==> src/rtl/adder2comp_datapath.sv <==
// adder2comp_datapath: sign-magnitude datapath for the two's-complement
// adder/subtractor. It is driven step by step by the adder control unit and
// delivers R/OVF through a valid/ready output register with a sticky overrun
// flag.
// Optional build macro: ADDER_OVF_SAT_EN saturates R on overflow. When the
// macro is undefined, R wraps to the low N bits of the true result.
module adder2comp_datapath #(
  parameter int N = 8
) (
  input  logic         clk,
  input  logic         RESET,
  input  logic [N-1:0] A,
  input  logic [N-1:0] B,
  input  logic         SUB,
  input  logic         loadAB,
  input  logic         loadmagAB,
  input  logic         compmag,
  input  logic         compsigns,
  input  logic         add_sub,
  input  logic         loadres,
  input  logic         res_ready,
  output logic [N-1:0] R,
  output logic         OVF,
  output logic         res_valid,
  output logic         ovr
);

  // 2^(N-1) in N+1 bits is the largest negative magnitude that still fits.
  localparam logic [N:0]   HALF    = {2'b01, {(N-1){1'b0}}};
  localparam logic [N:0]   HALF_M1 = HALF - 1'b1;
`ifdef ADDER_OVF_SAT_EN
  localparam logic [N-1:0] SAT_POS = {1'b0, {(N-1){1'b1}}};
  localparam logic [N-1:0] SAT_NEG = {1'b1, {(N-1){1'b0}}};
`endif

  logic [N-1:0] regA, regB, magA, magB;
  logic         sA, sBe, ge, same;
  logic [N:0]   magR;
  logic         sR;
  logic         ldr_d;

  logic [N:0]   mag_nxt;
  logic         sgn_nxt;
  logic [N-1:0] r_wrap, r_nxt;
  logic         ovf_nxt;
  logic         cap;

  // Signed-magnitude add/sub of the stored magnitudes; a zero magnitude is
  // forced positive so that -0 never appears.
  always_comb begin
    mag_nxt = '0;
    sgn_nxt = sA;
    if (same) begin
      mag_nxt = {1'b0, magA} + {1'b0, magB};
    end else if (ge) begin
      mag_nxt = {1'b0, magA} - {1'b0, magB};
    end else begin
      mag_nxt = {1'b0, magB} - {1'b0, magA};
      sgn_nxt = sBe;
    end
    if (mag_nxt == '0) sgn_nxt = 1'b0;
  end

  // Re-encode magR/sR to two's complement and flag results out of range.
  always_comb begin
    r_wrap  = sR ? -magR[N-1:0] : magR[N-1:0];
    ovf_nxt = sR ? (magR > HALF) : (magR > HALF_M1);
`ifdef ADDER_OVF_SAT_EN
    r_nxt   = ovf_nxt ? (sR ? SAT_NEG : SAT_POS) : r_wrap;
`else
    r_nxt   = r_wrap;
`endif
  end

  assign cap = loadres & ~ldr_d;

  // Step registers: each strobe updates only its own state from pre-edge values.
  always_ff @(posedge clk or posedge RESET) begin
    if (RESET) begin
      regA <= '0; regB <= '0; sA <= 1'b0; sBe <= 1'b0;
      magA <= '0; magB <= '0; ge <= 1'b0; same <= 1'b0;
      magR <= '0; sR <= 1'b0;
    end else begin
      if (loadAB) begin
        regA <= A;
        regB <= B;
        sA   <= A[N-1];
        sBe  <= B[N-1] ^ SUB;
      end
      if (loadmagAB) begin
        magA <= sA ? -regA : regA;
        magB <= regB[N-1] ? -regB : regB;
      end
      if (compmag)   ge   <= (magA >= magB);
      if (compsigns) same <= (sA == sBe);
      if (add_sub) begin
        magR <= mag_nxt;
        sR   <= sgn_nxt;
      end
    end
  end

  // Output register. A capture is taken only on the rising edge of loadres.
  // ldr_d resets high so that a held loadres needs a fresh 0->1 transition.
  always_ff @(posedge clk or posedge RESET) begin
    if (RESET) begin
      R         <= '0;
      OVF       <= 1'b0;
      res_valid <= 1'b0;
      ovr       <= 1'b0;
      ldr_d     <= 1'b1;
    end else begin
      ldr_d <= loadres;
      if (cap) begin
        R         <= r_nxt;
        OVF       <= ovf_nxt;
        res_valid <= 1'b1;
        if (res_valid && !res_ready) ovr <= 1'b1;
      end else if (res_valid && res_ready) begin
        res_valid <= 1'b0;
      end
    end
  end

endmodule

==> config.mk <==
export PLATFORM = sky130hd
export DESIGN_NAME = adder2comp_datapath
export DESIGN_NICKNAME = d
export VERILOG_FILES = /design/src/rtl/adder2comp_datapath.sv
export SDC_FILE = /design/constraint.sdc
export NUM_CORES = 1
export LEC_CHECK = 0
export ABC_AREA = 0
export BUFFER_PORTS_ARGS = -buffer_cell sky130_fd_sc_hd__buf_2
export CAP_MARGIN = 20
export CORE_ASPECT_RATIO = 1.5
export CORE_MARGIN = 2
export CORE_UTILIZATION = 25
export CTS_CLUSTER_DIAMETER = 60
export DETAILED_ROUTE_END_ITERATION = 8
export MAX_ROUTING_LAYER = met4
export PLACE_DENSITY = 0.37
export SLEW_MARGIN = 20
export SYNTH_ARGS = -nofsm -noshare
export SYNTH_HDL_FRONTEND = slang
export SYNTH_SLANG_ARGS = --single-unit
==> constraint.sdc <==
create_clock -name clk -period 3.4 [get_ports clk]
set_input_delay 0.34 -clock clk [delete_from_list [all_inputs] [get_ports clk]]
set_output_delay 0.34 -clock clk [all_outputs]
set_load 0.02 [all_outputs]
# [After elaboration in Yosys (flattened, before gate mapping)]
# Cells that the tools add are included.
[totals] regBits=58 latch_bits=0 ramBits=0 rom_bits=0 in_bits=26 out_inout_bits=11 memories=0
[op_classes] add_sub_neg=6 multipliers=0 div_mod_pow=0 n_lt_le_gt_ge=3 n_eq_ne=1 n_shift=0 mux=11 n_bitwise=3 reduce_logical=6
[ops] op="two-way mux 8 bit" n=3
[ops] op="negator 8 bit" n=3
[ops] op="two-way mux 9 bit" n=2
[ops] op="subtractor 8 x 8 -> 9 bit" n=2
[ops] op="adder 8 x 8 -> 9 bit" n=1
[ops] op="greater-than comparator 9 x 7 -> 1 bit (second input constant)" n=1
[ops] op="greater-than comparator 9 x 8 -> 1 bit (second input constant)" n=1
[ops] op="logical NOT 9 bit" n=1
[ops] op=">= comparator 8 bit" n=1
[ops] op="two-way mux 1 bit" n=6
[ops] op="logical AND 1 bit" n=2
[ops] op="AND reduction 2 bit" n=1
[ops] op="nonzero test 2 bit" n=1
[ops] op="bitwise AND 1 bit" n=1
[ops] op="== test 1 bit" n=1
[ops] op="logical NOT 1 bit" n=1
[ops] op="NOT 1 bit" n=1
[ops] op="XOR 1 bit" n=1

# [Depth between registers and ports, before layout]
# Gate-level depths: netlist (run 1).
[logic_depth] ltp_word=5 depth_mapped=10

# [Worst setup path after synthesis (run 1)]
# OpenSTA, ideal clock, no wires.
[synth_path] kind="reg-to-reg" startpoint="register magA[1]" endpoint="register sR" t_arrival_ns=2.000 required_ns=3.260 slack_ns=1.260 stages_incl_launch_ff=10 cell_sequence="dfrtp_1 inv_1 ha_1 and2b_1 o2111ai_1 a31oi_1 o31ai_1 a311oi_2 xnor2_1 a41oi_2"
[synth_between] elab_chain_len=5 word_cells_on_any_way=7
[synth_rtl] item="start, declared" line_no="36" rtl="logic [N-1:0] regA, regB, magA, magB;"
[synth_rtl] item="start signal, assigned" line_no="91" rtl="magA <= sA ? -regA : regA;"
[synth_rtl] item="subtractor 8 x 8 -> 9 bit (on tied branches)" line_no="58, 56"
[synth_rtl] item="two-way mux 9 bit" line_no="55" rtl="end else if (ge) begin"
[synth_rtl] item="two-way mux 9 bit (*)" line_no="53" rtl="if (same) begin"
[synth_rtl] item="logical NOT 9 bit (*)" line_no="61" rtl="if (mag_nxt == '0) sgn_nxt = 1'b0;"
[synth_rtl] item="two-way mux 1 bit (*)" line_no="61"
[synth_rtl] item="end signal, assigned" line_no="98" rtl="sR <= sgn_nxt;"
[synth_rtl] item="end, declared" line_no="39" rtl="logic sR;"
# Every way passes the cells marked *; elsewhere a longest branch is shown, timed or not.
# A chain may end at the register's enable or synchronous reset.

# [Worst setup path after layout (run 1)]
[layout_path] startpoint="register magA[0]" endpoint="register sR"
# The elaborated chain is that of the path after synthesis.

==> results.toml, run 1 <==
[outcome]
outcome = "finished, final reports clean"

[route]
avgRoutedWirePerCell_um = 14.3
drt_pass1_iterations = 4
detail_route.vias_per_cell = 4.55
detail-route-antenna-nets = 0
finalWirelength_um = 8220
drt_drc_violations_left = 0
num_vias = 2621
initialDrtViolationCount = 112

[floorplan]
floorplan.initialDensity_pct = 25.5
top_level_ports = 37
standard_cell_core_area_um2 = 13900
die_height_um = 150
die_width_um = 101
die-area_um2 = 15200
std_cell_rows = 53

[global_routing]
number_of_antenna_violations_at_the_first_check_in_global_routing = 0
first_global_vias = 2704
grt_use_total_pct = 12.2
grt.overflow.total = 0
grt_pass1_wl_um = 13800
grt_max_degree = 45

[logic_synthesis]
synthesis.nets = 433
synth-async-reset-ratio_pct = 100
synth_top_cell_by_area = "sky130_fd_sc_hd__dfrtp_1"
synth_edf_count = 0
synth_area_per_cell_um2 = 9.44
synth_seq_cells = 57
synth_cell_type_count = 53
gate_count_after_technology_mapping = 376
share_of_synthesized_area_occupied_by_flip_flops_and_latches_pct = 40.2
netlist_area_um2 = 3550
synth.yosys.warnings = 0
largest_cells_by_area_after_synthesis = "sky130_fd_sc_hd__dfrtp_1 (39%), sky130_fd_sc_hd__ha_1 (9.9%), sky130_fd_sc_hd__mux2_2 (5.4%)"
synthDominantCellAreaShare_pct = 39.5
synth_top_flop_cell = "sky130_fd_sc_hd__dfrtp_1"

[worst_hold_path]
min_path_type = "input port to flip-flop"

[placement]
dpl_worst_slack_ns = 0.851
detailed_place_hpwl_um = 6280
placement_cell_area_um2 = 3860
io_port_bufs = 36
place_congestion = 0.716

[clocking]
clock_path_buffers = 2
tritoncts = "built"
cts.repair_timing.setup_buffer_count = 0
clk_pin_slew_ns = 0.05
numCtsBuffers = 9
post_cts_hold_buffer_count = 0
post_cts_resize_count = 0
clock_insertion_delay_worst_skew_ns = 0.33
clockRootBuffer = "sky130_fd_sc_hd__clkbuf_16"
clock_tree.htree_level_count = 3
clk_sinks = 57

[power]
cellPowerDensity_nw_per_um2 = 734
leakage_uw = 0.00192
ir_drop_uv = 229
power.total_uw = 3080

[worst_setup_path]
critPathArrivalTime_ns = 2.70
cp-start-kind = "flip-flop"
setup.worst_path.start = "magA[0]"
crit_path_max_fanout = 3
worst_r2r_startpoint = "magA[0]"
critical_path_required_time_ns = 3.59
worstReg2RegEnd = "sR"
setup.worst_path.class = "flip-flop to flip-flop"
worst_reg_to_reg_cells = 9
setup.reg_to_reg.worst_slack_ns = 0.89
end_kind = "flip-flop"
worst_setup_path_endpoint = "sR"

[timing]
fin_crit_sh_pct = 73.8
grt_setup_unrepaired = "false"
worst_slew_pin_slew_ns = 0.816
drv_slew = 0
finalClockSkew_ns = 0.00712
peak_clock_frequency_supported_by_timing_mhz = 398
report.final.setup_viol = 0
slew-limit-headroom_pct = 45.6
final_report_hold_violation_count = 0
postLayoutSetupSlackWorst_ns = 0.889
final_period_minus_worst_setup_slack_ns = 2.51
final.setup.tns_ns = 0

[cells_and_area]
insertedDiodeCount = 0
areaGrowthSynthToFinish_pct = 18.1
drive_above_1_share_pct = 19.5
finish.instance_area_um2 = 4190
finish.utilization_pct = 30.1
finalNetCount = 463

[job]
drv.max_cap_violation_count = 0
worst min path at each step:
stage | cells past startpoint | startpoint | end
2_1_floorplan | 0 | loadres | ldr_d
3_3_place_gp | 1 | ovr | ovr
3_5_place_dp | 1 | loadres | ldr_d
4_1_cts | 1 | loadres | ldr_d
5_1_grt | 1 | loadres | ldr_d
6_report | 1 | loadres | ldr_d
cell usage in the layout (no fill, tap or decap), types with 7 or more instances in the layout:
master                      count
sky130_fd_sc_hd__xnor2_1       11
sky130_fd_sc_hd__dfrtp_1       56
sky130_fd_sc_hd__xor2_1        13
sky130_fd_sc_hd__inv_1         28
sky130_fd_sc_hd__nand2_1       36
sky130_fd_sc_hd__o21ai_0       30
sky130_fd_sc_hd__a21oi_1       30
sky130_fd_sc_hd__mux2_2        17
sky130_fd_sc_hd__clkbuf_16      9
sky130_fd_sc_hd__ha_1          28
sky130_fd_sc_hd__nor2_1        34
sky130_fd_sc_hd__nor2b_1        7
sky130_fd_sc_hd__buf_2         36
Yosys cell counts (3+ instances only):
library cell,n
sky130_fd_sc_hd__dfrtp_1,56
sky130_fd_sc_hd__nand2_1,36
sky130_fd_sc_hd__nor2_1,34
sky130_fd_sc_hd__a21oi_1,30
sky130_fd_sc_hd__o21ai_0,30
sky130_fd_sc_hd__inv_1,29
sky130_fd_sc_hd__ha_1,28
sky130_fd_sc_hd__mux2_2,17
sky130_fd_sc_hd__xor2_1,13
sky130_fd_sc_hd__clkbuf_1,12
sky130_fd_sc_hd__xnor2_1,11
sky130_fd_sc_hd__nor2b_1,7
sky130_fd_sc_hd__or3_1,6
sky130_fd_sc_hd__o31ai_1,5
sky130_fd_sc_hd__mux2i_1,4
sky130_fd_sc_hd__nand2b_1,4
sky130_fd_sc_hd__a211oi_1,3
sky130_fd_sc_hd__buf_4,3
sky130_fd_sc_hd__fa_1,3
sky130_fd_sc_hd__nand3_1,3
power breakdown:
part | internal (uW) | leakage, uW | switching (uW)
clock network | 678 | 0.000162 | 328
registers | 838 | 0.000667 | 198
logic | 462 | 0.00109 | 573
cells by family after synthesis:
| group | Yosys count | share of synthesized area [%] |
|---|---|---|
| mux | 21 | 6.52 |
| flops | 57 | 40.2 |
| simple gates | 103 | 13.9 |
| compound gates | 92 | 16.3 |
| buf+inv | 48 | 5.64 |
| fa+ha+maj | 31 | 11.6 |
| xor+xnor | 24 | 5.92 |
per-layer routing:
metal	wire length [um]	up-vias	part of all wire (%)	global-route usage (%)
met5	0	-	0	-
met4	171	0	2.1	4.66
met3	215	11	2.6	2.66
met2	4480	45	54	22.2
met1	3360	1224	41	12.5
li1	-	1341	-	-
worst max-delay path, stage by stage (launching register included):
cell,delay [ns]
sky130_fd_sc_hd__dfrtp_1,0.37
sky130_fd_sc_hd__inv_1,0.07
sky130_fd_sc_hd__ha_1,0.22
sky130_fd_sc_hd__fa_1,0.39
sky130_fd_sc_hd__o211ai_1,0.26
sky130_fd_sc_hd__o2111a_1,0.29
sky130_fd_sc_hd__o211ai_2,0.10
sky130_fd_sc_hd__a21oi_1,0.28
sky130_fd_sc_hd__and4bb_1,0.26
sky130_fd_sc_hd__a41oi_2,0.11
final cells by class:
cell class / count / area, um^2
tap: 165 / 206
clock inverter: 5 / 77.6
fill: 1532 / 9730
timing repair buffer: 38 / 195
multi-input combinational: 271 / 1920
sequential: 57 / 1430
clock buffer: 11 / 253
inverter: 29 / 110
stage by stage:
stage	instances	hold WS (ns)
floorplan	376	0.344
global placement	560	0.454
detailed placement	560	0.460
CTS	576	0.108
global route	576	0.110
finish	576	0.121
flip-flops by register name (all words and copies together), names as in the netlist:
| signal | flops |
|---|---|
| OVF | 1 |
| ge | 1 |
| same | 1 |
| sBe | 1 |
| ldr_d | 1 |
| magB | 8 |
| res_valid | 1 |
| ovr | 1 |
| magR | 9 |
| R | 8 |
| sR | 1 |
| magA | 8 |
| regA | 8 |
| regB | 8 |
(Power assumes the default switching activity.)
==> run 2: changes to the inputs <==
- ABC_AREA: 0 -> 1
- clock period: 3.4 -> 2.6 ns (I/O delays scaled with it)
==> results.toml, run 2 <==
[cells_and_area]
final_cell_mix = "sky130_fd_sc_hd__nand2_1 (119), sky130_fd_sc_hd__inv_1 (67), sky130_fd_sc_hd__dfrtp_1 (56)"
final_common_cell = "sky130_fd_sc_hd__nand2_1"
finish.instance_area_um2 = 4440
finalNetCount = 582
drive_above_1_share_pct = 13.8
areaGrowthSynthToFinish_pct = 18.6
finish.utilization_pct = 30.4
filler_cell_count = 1633
largest_register_ffs = 9
insertedDiodeCount = 0
registers.top_by_ff_count = "magR"

[worst_hold_path]
min_path_type = "input port to flip-flop"
startpoint_of_the_most_critical_hold_path = "loadres"
number_of_cells_on_the_worst_hold_path = 1
timing.hold.worst_endpoint = "ldr_d"

[global_routing]
number_of_antenna_violations_at_the_first_check_in_global_routing = 0
grt_use_total_pct = 14.1
first_global_vias = 3293
grt.overflow.total = 0
grt_pass1_wl_um = 16900
grt_max_degree = 48

[clocking]
clock_insertion_delay_worst_skew_ns = 0.33
clk_sinks = 57
post_cts_hold_buffer_count = 1
clockRootBuffer = "sky130_fd_sc_hd__clkbuf_16"
clk_pin_slew_ns = 0.06
numCtsBuffers = 9
post_cts_resize_count = 0
clock_path_buffers = 2
tritoncts = "built"
cts.repair_timing.setup_buffer_count = 0
clock_tree.htree_level_count = 3

[route]
detail_route.vias_per_cell = 4.40
avgRoutedWirePerCell_um = 14.3
drt_pass1_iterations = 4
initialDrtViolationCount = 212
detail-route-antenna-nets = 0
finalWirelength_um = 10400
drt_drc_violations_left = 0
num_vias = 3196

[timing]
grt_setup_unrepaired = "false"
drv_slew = 0
final_report_hold_violation_count = 0
report.final.setup_viol = 0
finalClockSkew_ns = 0.00724
worst_slew_pin_slew_ns = 0.561
fin_crit_sh_pct = 84.3
peak_clock_frequency_supported_by_timing_mhz = 456
final.setup.tns_ns = 0
final_period_minus_worst_setup_slack_ns = 2.19
slew-limit-headroom_pct = 62.6

[floorplan]
std_cell_rows = 54
standard_cell_core_area_um2 = 14600
die_height_um = 154
floorplan.initialDensity_pct = 25.7
top_level_ports = 37
die-area_um2 = 16000
die_width_um = 104

[worst_setup_path]
setup.reg_to_reg.worst_slack_ns = 0.41
worst_r2r_startpoint = "magA[3]"
cp_slowest_cell = "sky130_fd_sc_hd__ha_1"
end_kind = "flip-flop"
cp-start-kind = "flip-flop"
setup.worst_path.class = "flip-flop to flip-flop"
path_cells = "inv_1, ha_1, nor2_1, nand3_1, nand3_1, nand4_1, nand3_1, nand2_1, nand2_1, nand3_1, nand2_1, nand2_1"
worst_reg_to_reg_cells = 12
crit_path_max_fanout = 10
critical_path_required_time_ns = 2.82
critPathArrivalTime_ns = 2.41
max_stage_delay_ns = 0.44
worstReg2RegEnd = "sR"

[power]
cellPowerDensity_nw_per_um2 = 891
ir_drop_uv = 263
clock_power_share_pct = 32.9
combPwrFrac_pct = 34.8
power.total_uw = 3960
power.switching_fraction_pct = 38.9
leakage_uw = 0.00221
seq_power_share_pct = 32.2
power.net_switching_uw = 1540
p_int_uw = 2420

[placement]
detailed_place_hpwl_um = 8160
place_congestion = 0.891
io_port_bufs = 36
placement_cell_area_um2 = 4110

[logic_synthesis]
synthDominantCellAreaShare_pct = 37.4
netlist_area_um2 = 3740
synth-async-reset-ratio_pct = 100
synth_edf_count = 0
gate_count_after_technology_mapping = 490
synthesis.nets = 547
synth_cell_type_count = 38
share_of_synthesized_area_occupied_by_flip_flops_and_latches_pct = 38.1
synth.yosys.warnings = 0
synth.most_common_cell = "sky130_fd_sc_hd__nand2_1"
synth_top_flop_cell = "sky130_fd_sc_hd__dfrtp_1"
synth_seq_cells = 57
synth_top_cell_by_area = "sky130_fd_sc_hd__dfrtp_1"
largest_cells_by_area_after_synthesis = "sky130_fd_sc_hd__dfrtp_1 (37%), sky130_fd_sc_hd__nand2_1 (12%), sky130_fd_sc_hd__ha_1 (9.4%)"
synth.cells.most_frequent = "sky130_fd_sc_hd__nand2_1 (119), sky130_fd_sc_hd__inv_1 (68), sky130_fd_sc_hd__dfrtp_1 (56), sky130_fd_sc_hd__o21ai_0 (46), sky130_fd_sc_hd__nor2_1 (33)"
synth_area_per_cell_um2 = 7.64

[job]
drv.max_cap_violation_count = 0

[outcome]
outcome = "finished, final reports clean"
run 2: worst max-delay path: cells and delay by family (launching register included):
family	cells	cell delay [ns]
buf+inv	1	0.06
fa+ha+maj	1	0.44
flops	1	0.39
simple gates	10	1.20
run 2: area by class of cell:
type / instances / area [um^2] / share of cell area [%]
Clock inverter: 5 / 78.8 / 1.78
Clock buffer: 11 / 243 / 5.47
Inverter: 71 / 269 / 6.06
Timing Repair Buffer: 38 / 210 / 4.73
Tap cell: 196 / 245 / 5.52
Multi-Input combinational cell: 348 / 1970 / 44.3
Sequential cell: 57 / 1430 / 32.1
run 2: routing by layer:
layer | part of all wire, % | global-route usage, % | routed length, um | vias up
met4 | 4.1 | 7.92 | 420 | 0
met2 | 56 | 26.7 | 5780 | 74
met3 | 2.6 | 2.76 | 273 | 26
met1 | 38 | 13.2 | 3890 | 1443
met5 | 0 | - | 0 | -
li1 | - | - | - | 1653
run 2: how the worst max path moves through the flow:
stage	start	end	slack, ns
after floorplan	magA[0]	sR	0.74
after global placement	magA[3]	sR	0.38
after detailed placement	magA[3]	sR	0.39
after CTS	magA[3]	sR	0.38
after global routing	magA[1]	sR	0.22
final	magA[3]	sR	0.41
run 2: per-stage QoR:
stage	hold WS (ns)	instances	worst slack (ns)
after global routing	0.0212	726	0.216
after global placement	0.210	709	0.376
after CTS	0.0180	726	0.384
after detailed placement	0.211	709	0.395
final	0.0309	726	0.409
after floorplan	0.264	490	0.743
run 2: cells by family (layout without fill, tap and decap cells):
kind of cell,Yosys count,after routing,synth area share [%]
AND/OR/NAND/NOR,217,217,25.7
buffers and inverters,85,125,9.32
AO/OA/AOI/OAI,84,84,12.1
flip-flops,57,57,38.1
adder cells (fa/ha/maj),31,31,11.0
XOR/XNOR,16,16,3.74
run 2: power groups by stage:
stage | combinational (uW) | clock [uW] | sequential (uW)
floorplan | 990 | 0 | 1290
global placement | 1390 | 0 | 1290
detailed placement | 1380 | 0 | 1290
CTS | 1390 | 1340 | 1280
global route | 1560 | 1380 | 1310
finish | 1380 | 1300 | 1280
==> run 3: changes to the inputs <==
- clock period: 2.6 -> 2.3 ns (I/O delays scaled with it)
==> results.toml, run 3 (synthesized netlist as in run 2, its figures left out) <==
[worst_hold_path]
min_path_type = "input port to flip-flop"
number_of_cells_on_the_worst_hold_path = 2
startpoint_of_the_most_critical_hold_path = "compsigns"

[timing]
slew-limit-headroom_pct = 60.5
final.setup.tns_ns = 0
fin_crit_sh_pct = 93.7
drv_slew = 0
grt_setup_unrepaired = "false"
finalClockSkew_ns = 0.00691
final_period_minus_worst_setup_slack_ns = 2.16
final_report_hold_violation_count = 0
peak_clock_frequency_supported_by_timing_mhz = 464
worst_slew_pin_slew_ns = 0.592
report.final.setup_viol = 0

[floorplan]
top_level_ports = 37
floorplan.initialDensity_pct = 25.7
die_width_um = 104
standard_cell_core_area_um2 = 14600
die-area_um2 = 16000
std_cell_rows = 54
die_height_um = 154

[cells_and_area]
final_common_cell = "sky130_fd_sc_hd__nand2_1"
largest_register_ffs = 9
registers.top_by_ff_count = "magR"
final_cell_mix = "sky130_fd_sc_hd__nand2_1 (119), sky130_fd_sc_hd__inv_1 (67), sky130_fd_sc_hd__dfrtp_1 (56)"
insertedDiodeCount = 0
drive_above_1_share_pct = 14.9
finalNetCount = 583
areaGrowthSynthToFinish_pct = 19.5
finish.instance_area_um2 = 4470

[worst_setup_path]
critPathArrivalTime_ns = 2.38
worst_reg_to_reg_cells = 12
setup.worst_path.class = "flip-flop to flip-flop"
cp_slowest_cell = "sky130_fd_sc_hd__ha_1"
cp-start-kind = "flip-flop"
max_stage_delay_ns = 0.42
crit_path_max_fanout = 5
critical_path_required_time_ns = 2.52
end_kind = "flip-flop"
worst_r2r_startpoint = "magA[1]"
path_cells = "inv_1, ha_1, nor2_1, nand3_1, nand3_1, nand4_1, nand3_1, nand2_1, nand2_1, nand3_1, nand2_1, nand2_1"
setup.worst_path.start = "magA[1]"

[global_routing]
grt_max_degree = 34
first_global_vias = 3234
number_of_antenna_violations_at_the_first_check_in_global_routing = 0
grt_use_total_pct = 14.2
grt_pass1_wl_um = 16800
grt.overflow.total = 0

[power]
cellPowerDensity_nw_per_um2 = 1000
leakage_uw = 0.00222
ir_drop_uv = 335

[clocking]
tritoncts = "built"
clk_pin_slew_ns = 0.05
numCtsBuffers = 9
clk_sinks = 57
clockRootBuffer = "sky130_fd_sc_hd__clkbuf_16"
clock_path_buffers = 2
clock_tree.htree_level_count = 3
clock_insertion_delay_worst_skew_ns = 0.33

[route]
wirelength_met1_um = 3870
top_layer_used = "met4"
met2WireLength_um = 5800
wl_met3_um = 305
detail-route-antenna-nets = 0
initialDrtViolationCount = 150
drt_drc_violations_left = 0
finalWirelength_um = 10300
detail_route.vias_per_cell = 4.41
num_vias = 3208
avgRoutedWirePerCell_um = 14.2
drt_pass1_iterations = 5

[placement]
detailed_place_hpwl_um = 8190
placement_cell_area_um2 = 4110
place_congestion = 0.908
io_port_bufs = 36

[outcome]
outcome = "finished, final reports clean"

[job]
drv.max_cap_violation_count = 0
==> run 3: changes by cell type in the layout (fill, tap and decap cells not counted), moves of 2 or more <==
cell	before	now
sky130_fd_sc_hd__ha_2	0	3
sky130_fd_sc_hd__clkinv_2	2	0
sky130_fd_sc_hd__clkbuf_8	1	5
sky130_fd_sc_hd__nor2_1	33	30
sky130_fd_sc_hd__nor2_2	3	6
sky130_fd_sc_hd__ha_1	28	25
==> run 3: cell type report <==
class / count / area [um^2]
clock buffers: 15 / 298
clock inverters: 1 / 30.0
fillers: 1652 / 10100
inverters: 71 / 269
multi-input cells: 348 / 1980
flip-flops and latches: 57 / 1430
well taps: 196 / 245
repair buffers: 39 / 220
==> run 3: report_power, final <==
part / internal, uW / switching, uW
Combinational: 555 / 1020
Sequential: 1220 / 225
Clock: 987 / 487
Total: 2760 / 1730
==> run 3: worst paths after layout <==
| path | to | slack (ns) |
|---|---|---|
| hold / removal | same | 0.09 |
| setup / recovery | sR | 0.14 |
| hold reg to reg | ovr | 0.47 |
| min in group asynchronous | OVF | 0.51 |
| setup reg to reg | sR | 0.14 |
| max in group asynchronous | regA[5] | 1.20 |
==> run 3: per-layer routing <==
layer,GRT usage (%),vias to the layer above
met4,8.37,0
met2,26.4,70
li1,-,1648
met1,13.5,1470
met5,-,-
met3,2.80,20
==> run 3: stage by stage <==
| stage | std cells | hold WS [ns] | util [%] | total power [uW] | setup slack, ns |
|---|---|---|---|---|---|
| after floorplan | 490 | 0.234 | - | 2580 | 0.443 |
| after global placement | 709 | 0.334 | 28.2 | 3020 | 0.0733 |
| after detailed placement | 709 | 0.339 | 28.2 | 3020 | 0.0871 |
| after CTS | 727 | 0.0854 | 30.5 | 4530 | 0.0717 |
| after global routing | 727 | 0.0804 | 30.6 | 4830 | 0.0142 |
| final | 727 | 0.0882 | 30.6 | 4490 | 0.144 |
==> run 3: repair_timing <==
item,CTS,global route
resized for setup,0,6
hold endpoints to repair,24,0
setup buffers,0,0
endpoints found under the setup margin,0,1
hold buffers,2,0
==> run 3: critical path, delay by kind of cell (launching register included) <==
kind / cells / cell delay [ns]
AND/OR/NAND/NOR: 10 / 1.07
adder cells (fa/ha/maj): 1 / 0.42
flip-flops: 1 / 0.41
buffers and inverters: 1 / 0.14
